[src/rtl/adder_tree_sequencer.sv]
// adder_tree_sequencer: feeds beats into a fixed-latency adder tree and accumulates its outputs per job
module adder_tree_sequencer #(
   parameter int WIDTH    = 8,
   parameter int ACC_W    = 16,
   parameter int TREE_LAT = 4,
   parameter int CNT_W    = 8
) (
   input  logic                clk,
   input  logic                rst_n,
   input  logic                start,
   input  logic [CNT_W-1:0]    num_beats,
   input  logic [WIDTH-1:0]    bias,
   output logic                busy,
   input  logic                in_valid,
   input  logic [16*WIDTH-1:0] in_data,
   output logic                in_ready,
   output logic [16*WIDTH-1:0] tree_inputs,
   output logic [WIDTH-1:0]    tree_last_in,
   input  logic [WIDTH-1:0]    tree_out,
   output logic [ACC_W-1:0]    result,
   output logic                result_valid,
   input  logic                result_ready
);
   typedef enum logic [1:0] {IDLE, FEED, DRAIN, DONE} state_t;
   state_t              state_q, state_d;
   logic [CNT_W-1:0]    cnt_q, cnt_d;
   logic [WIDTH-1:0]    bias_q, bias_d;
   logic                first_q, first_d;
   logic [ACC_W-1:0]    acc_q, acc_d;
   logic [TREE_LAT-1:0] vld_q, vld_d;
   logic                fire;
   assign fire         = in_valid && state_q == FEED;
   assign in_ready     = state_q == FEED;
   assign busy         = state_q != IDLE;
   assign result_valid = state_q == DONE;
   assign result       = acc_q;
   assign tree_inputs  = fire ? in_data : '0;
   assign tree_last_in = (fire && first_q) ? bias_q : '0;
   always_comb begin
      state_d = state_q;
      cnt_d   = cnt_q;
      bias_d  = bias_q;
      first_d = first_q;
      vld_d   = (vld_q << 1) | TREE_LAT'(fire);
      acc_d   = vld_q[TREE_LAT-1] ? acc_q + ACC_W'(tree_out) : acc_q;
      case (state_q)
         IDLE: if (start) begin
            acc_d   = '0;
            cnt_d   = num_beats;
            bias_d  = bias;
            first_d = 1'b1;
            state_d = num_beats != '0 ? FEED : DONE;
         end
         FEED: if (fire) begin
            cnt_d   = cnt_q - CNT_W'(1);
            first_d = 1'b0;
            state_d = cnt_q == CNT_W'(1) ? DRAIN : FEED;
         end
         // the last beat is leaving the tree once it is the only one in flight
         DRAIN: state_d = vld_q == (TREE_LAT'(1) << (TREE_LAT-1)) ? DONE : DRAIN;
         DONE:  state_d = result_ready ? IDLE : DONE;
         default: state_d = IDLE;
      endcase
   end
   always_ff @(posedge clk or negedge rst_n) begin
      if (!rst_n) begin
         state_q <= IDLE;
         cnt_q   <= '0;
         bias_q  <= '0;
         first_q <= 1'b0;
         acc_q   <= '0;
         vld_q   <= '0;
      end else begin
         state_q <= state_d;
         cnt_q   <= cnt_d;
         bias_q  <= bias_d;
         first_q <= first_d;
         acc_q   <= acc_d;
         vld_q   <= vld_d;
      end
   end
endmodule

[config.mk]
export PLATFORM = sky130hd
export DESIGN_NAME = adder_tree_sequencer
export DESIGN_NICKNAME = d
export VERILOG_FILES = /design/src/rtl/adder_tree_sequencer.sv
export SDC_FILE = /design/constraint.sdc
export NUM_CORES = 1
export LEC_CHECK = 0
export ABC_CLOCK_PERIOD_IN_PS = 2570
export CAP_MARGIN = 10
export CORE_AREA = 2 2 123 125
export DETAILED_ROUTE_END_ITERATION = 10
export DIE_AREA = 0 0 125 127
export PLACE_DENSITY = 0.65
export RECOVER_POWER = 25
export SLEW_MARGIN = 20
export SYNTH_ARGS = -nofsm -noshare
export SYNTH_HDL_FRONTEND = slang
export SYNTH_SLANG_ARGS = --single-unit
[constraint.sdc]
create_clock -name clk -period 2.57 [get_ports clk]
set_input_delay 0.3855 -clock clk [delete_from_list [all_inputs] [get_ports clk]]
set_output_delay 0.3855 -clock clk [all_outputs]
set_load 0.005 [all_outputs]
## After elaboration in Yosys (flattened, before gate mapping)

Cells that the tools add are included.

| storage, ports and cells | value |
|---|---|
| memory bits (read-only) | 0 |
| register bits after elaboration | 39 |
| memories | 0 |
| input port bits | 157 |
| memory bits (writable) | 0 |
| bits in latches | 0 |

| operators by class | value |
|---|---|
| divide/modulo/power cells | 0 |
| shifts and indexed selects | 0 |
| reductions and logical operators | 9 |
| muxes and demuxes | 18 |
| add/subtract/negate cells | 2 |
| equality and inequality tests | 7 |
| magnitude comparators | 0 |
| bitwise operators | 1 |
| $mul | 0 |

Operator list:

| cell | number |
|---|---|
| two-way mux 128 bit | 1 |
| two-way mux 16 bit | 3 |
| two-way mux 8 bit | 3 |
| adder 16 x 8 -> 16 bit | 1 |
| one-hot mux 8 bit (2 select lines) | 1 |
| two-way mux 2 bit | 5 |
| == test 8 x 1 -> 1 bit (second input constant) | 1 |
| one-hot mux 2 bit (4 select lines) | 1 |
| nonzero test 8 bit | 1 |
| subtractor 8 x 1 -> 8 bit (second input constant) | 1 |
| == test 2 bit (second input constant) | 2 |
| == test 4 bit (second input constant) | 1 |
| OR 4 x 1 -> 4 bit | 1 |
| AND reduction 2 bit | 2 |
| nonzero test 2 bit | 2 |
| two-way mux 1 bit | 3 |
| AND reduction 3 bit | 1 |
| == test 2 x 1 -> 1 bit (second input constant) | 1 |
| logical AND 1 bit | 2 |
| logical NOT 2 bit | 1 |
| inequality test 2 x 1 -> 1 bit (second input constant) | 1 |
| inequality test 2 bit (second input constant) | 1 |
| one-hot mux 1 bit (2 select lines) | 1 |

## Logic depth before layout (Yosys ltp)

| logic depth | value |
|---|---|
| word-level depth | 4 |
| mapped depth | 6 |
| gate-level depth less buffers | 6 |

## Least setup slack after synthesis

Ideal clock, no wire load.

| timing path | value |
|---|---|
| path kind | flip-flop to flip-flop |
| from | register acc_q[0] (netlist: result[0]) |
| to | register acc_q[6] (netlist: result[6]) |
| period minus slack after synthesis | 1.928 ns |
| data required time | 2.447 ns |
| path slack | 0.642 ns |
| stages on the path, launching flop included | 7 |
| data arrival time | 1.806 ns |
| cell sequence | dfrtp_1 > ha_1 > fa_1 > a21o_1 > a41oi_1 > and4b_1 > nor3_1 |

| between the ends | value |
|---|---|
| longest elaborated chain between the ends | 4 |

Ends and longest elaborated chain:

| what | RTL line | source |
|---|---|---|
| start: declaration | 29 | `logic [ACC_W-1:0] acc_q, acc_d;` |
| start signal: assignment | 71 | `acc_q <= '0;` |
| start signal: assignment | 78 | `acc_q <= acc_d;` |
| adder 16 x 8 -> 16 bit (*) | 45 | `acc_d = vld_q[TREE_LAT-1] ? acc_q + ACC_W'(tree_out) : acc_q;` |
| two-way mux 16 bit (*) | 45 |  |
| two-way mux 16 bit | 47 | `IDLE: if (start) begin` |
| two-way mux 16 bit (*) | 46 | `case (state_q)` |
| net acc_d[6] | 29 |  |

The timed path passes the listed nets; every way through them passes the cells marked *.
A chain may end at the register's enable or synchronous reset.

## Final worst setup path

| timing path | value |
|---|---|
| from | register state_q[1] |
| to | output port tree_inputs[15] |

| between the ends | value |
|---|---|
| longest elaborated chain between the ends | 3 |

Ends and longest elaborated chain:

| what | RTL line | source |
|---|---|---|
| start: declaration | 25 | `state_t state_q, state_d;` |
| start signal: assignment | 74 | `state_q <= state_d;` |
| == test 2 x 1 -> 1 bit | 32 | `assign fire = in_valid && state_q == FEED;` |
| logical AND 1 bit | 32 |  |
| two-way mux 128 bit | 37 | `assign tree_inputs = fire ? in_data : '0;` |
| end: declaration | 17 | `output logic [16*WIDTH-1:0] tree_inputs,` |

No other way between the ends.

==> impl_metrics.env <==
export IMPL_status="finished with violations"
export IMPL_failed_checks="capacitance limit, slew limit"
export IMPL_tightestPinTransition_ps=2210
export IMPL_io_pins=312
export IMPL_clock_latency_ps=280
export IMPL_clockBufferDepth=2
export IMPL_clk_pin_slew_ps=60
export IMPL_place_hpwl_um=16300
export IMPL_hold_path_class="flop to flop"
export IMPL_whs_ps=372
export IMPL_place_congestion=0.926
export IMPL_synth_top_family_by_area="simple AND/OR/NAND/NOR gates"
export IMPL_routedWlPerCell_um=21.4
export IMPL_hold_depth=0
export IMPL_synthXorXnorAreaFrac_pct=0.801
export IMPL_synth_edf_count=0
export IMPL_ys_seq_elements=39
export IMPL_power_uw=4310
export IMPL_endpoint_kind="primary output"
export IMPL_grt_setup_unrepaired="no"
export IMPL_postCtsSetupRepairBufs=0
export IMPL_max_slew_margin_pct=-47.1
export IMPL_syn2layout_area_growth_pct=105
export IMPL_grt_max_degree=75
export IMPL_cts_resized_gates=0
export IMPL_layout_drive_gt1_share_pct=3.95
export IMPL_finalNetCount=876
export IMPL_routed_wl_um=19200
export IMPL_yosysSeqAreaShare_pct=29.7
export IMPL_gr_total_overflow=0
export IMPL_synth_avg_cell_area_um2=7.83
export IMPL_final_area_um2=6730
export IMPL_nFillCells=1451
export IMPL_grt_pass1_vias=4210
export IMPL_cts_sinks=39
export IMPL_detail_route_antenna_nets=0
export IMPL_cts_made_buffers=5
export IMPL_drc=0
export IMPL_cp_required_ps=2180
export IMPL_htree_levels=2
export IMPL_io_buffers=311
export IMPL_final_util_pct=46.7
export IMPL_muxShareOfSynthArea_pct=3.05
export IMPL_dieHeight_um=127
export IMPL_cts_tree="built"
export IMPL_dr_total_vias=4442
export IMPL_crit_fanout=74
export IMPL_grt_pass1_wl_um=27700
export IMPL_yosys_cell_types_count=57
export IMPL_antenna_found_initial=8
export IMPL_placed_cell_area_um2=6590
export IMPL_r2r_end="result[6]$_DFF_PN0_"
export IMPL_ys_flop_type="dfrtp_1"
export IMPL_criticalPathCategory="flop to primary output"
export IMPL_cts_root_buf="clkbuf_16"
export IMPL_finalHoldViolations=0
export IMPL_yosysWarnings=0
export IMPL_synth_compound_area_share_pct=13.2
export IMPL_synth_simple_area_share_pct=42.7
export IMPL_vdd_drop_max_mv=0.303
export IMPL_yosys_top_cells_area="dfrtp_1 30%, and3_1 27%, nand2_1 5.0%"
export IMPL_period_needed_ps=2430
export IMPL_synth_top_cell_area_share_pct=29.7
export IMPL_synth_async_reset_ratio_pct=100
export IMPL_syn_inst=419
export IMPL_setup_tns_ps=0
export IMPL_design_core_area_um2=14400
export IMPL_die_w_um=125
export IMPL_synth_fa_ha_area_share_pct=4.42
export IMPL_reg2reg_from="result[0]$_DFF_PN0_"
export IMPL_cap_violations=1
export IMPL_first_pass_iters=4
export IMPL_holdPathEnd="vld_q[3]$_DFF_PN0_"
export IMPL_synth_largest_area_cell="dfrtp_1"
export IMPL_cts_hold_buf=0
export IMPL_setup_viol_count_final=0
export IMPL_leakagePower_uw=0.00306
export IMPL_synth_net_count=587
export IMPL_fin_skew_ps=5.11
export IMPL_hold_start="vld_q[2]$_DFF_PN0_"
export IMPL_r2r_setup_slack_ps=570
export IMPL_maxSlewViolCount=40
export IMPL_grt_usage_pct=22.9
export IMPL_reg2reg_depth=7
export IMPL_drt_iter0_drc=239
export IMPL_cp_arrival_ps=2040
export IMPL_syn_area_um2=3280
export IMPL_avgViaCountPerCell=4.96
export IMPL_initial_utilization_pct=22.7
export IMPL_max_freq_mhz=412
export IMPL_layout_worst_path_cycle_share_pct=94.6
export IMPL_critPathLaunch="state_q[1]$_DFFE_PN0P_"
export IMPL_power_density_nw_per_um2=641
export IMPL_rows=44
export IMPL_die_area_um2=15900
export IMPL_cp_start_kind="flop"
[worst max-delay path, cell delays in order, from the launching register on]
cell	delay [ps]
dfrtp_1	360
nand2b_1	180
inv_2	130
buf_12	260
and3_1	250
clkdlybuf4s50_1	560
[stage by stage]
step | setup WS [ps] | cells
after floorplan | 642 | 419
after global placement | 192 | 885
after detailed placement | 164 | 885
after CTS | 127 | 893
after global routing | 17.4 | 893
final | 140 | 896
[layer usage]
| metal | track usage (%) | vias up | part of all wire [%] |
|---|---|---|---|
| li1 | - | 2106 | - |
| met1 | 28.6 | 2129 | 41 |
| met2 | 39.4 | 169 | 49 |
| met3 | 7.87 | 26 | 8.7 |
| met4 | 3.14 | 12 | 1.1 |
| met5 | 0 | - | 0.44 |
[registers in the layout (all words and copies together) (netlist names)]
name and flops:
result 16, bias_q 8, cnt_q 8, vld_q 4, state_q 2, first_q 1
[where the power goes]
part           switching (uW)  total [uW]  internal, uW
logic                    1210        2650          1440
registers                 213        1070           859
clock network             231         590           358
[layout make-up]
cell class	count	area (um^2)	share of cell area [%]
Antenna cell	3	7.51	0.112
Clock buffer	7	133	1.97
Clock inverter	1	5.00	0.0744
Inverter	6	22.5	0.335
Multi-Input combinational cell	332	2110	31.3
Sequential cell	39	976	14.5
Tap cell	184	230	3.42
Timing Repair Buffer	324	3250	48.3
[cells by family (layout without fill, tap and decap cells)]
family | Yosys count | in the layout
AOI/OAI and AO/OA | 66 | 66
xor gates and xnor gates | 3 | 3
adders and majority gates | 11 | 11
buffers and inverters | 48 | 338
DFF | 39 | 39
muxes | 10 | 10
other | 0 | 3
and+or+nand+nor | 242 | 242
[cells in the mapped netlist (2+ instances only)]
cell       number
nand3b_1        2
o211ai_1        6
or4_1           3
inv_1           6
mux2i_1        10
nand2_1        44
a21o_1          3
o2bb2ai_1       2
a21oi_1        18
o21ai_0        16
o31ai_1         2
o2111ai_1       2
and3_1        139
nor2_1         11
clkbuf_1       37
buf_6           2
buf_2           3
nand3_1         2
nor3_1          8
xnor2_1         2
nand2b_1       11
nor3b_1         3
ha_1           10
and2_1          2
dfrtp_1        39
nand4_1         3
a21oi_2         2
o21a_1          2
[worst max-delay path by stage]
stage                                      to  slack, ps  depth (start not counted)
after floorplan           result[6]$_DFF_PN0_        640                          6
after global placement    result[7]$_DFF_PN0_        190                          6
after detailed placement  result[7]$_DFF_PN0_        160                          6
after CTS                      tree_inputs[7]        130                          5
after global routing          tree_inputs[15]         20                          5
final                         tree_inputs[15]        140                          5
[placed cells by master, fill, tap and decap left out, types with 3 or more instances in the layout]
cell             instances
buf_4                    9
inv_1                    5
o21ai_0                 16
nor2_1                  11
diode_2                  3
a21oi_1                 19
ha_1                    10
o211ai_1                 6
nor3_1                   8
clkdlybuf4s50_1        300
and3_1                 138
nand2b_1                11
dfrtp_1                 39
a21o_1                   4
buf_12                   4
clkbuf_1                 3
nor3b_1                  3
nand4_1                  3
dlygate4sd3_1            9
or4_1                    3
mux2i_1                 10
nand2_1                 44
clkbuf_16                5
Note: power is estimated with default switching activity, not from simulation.
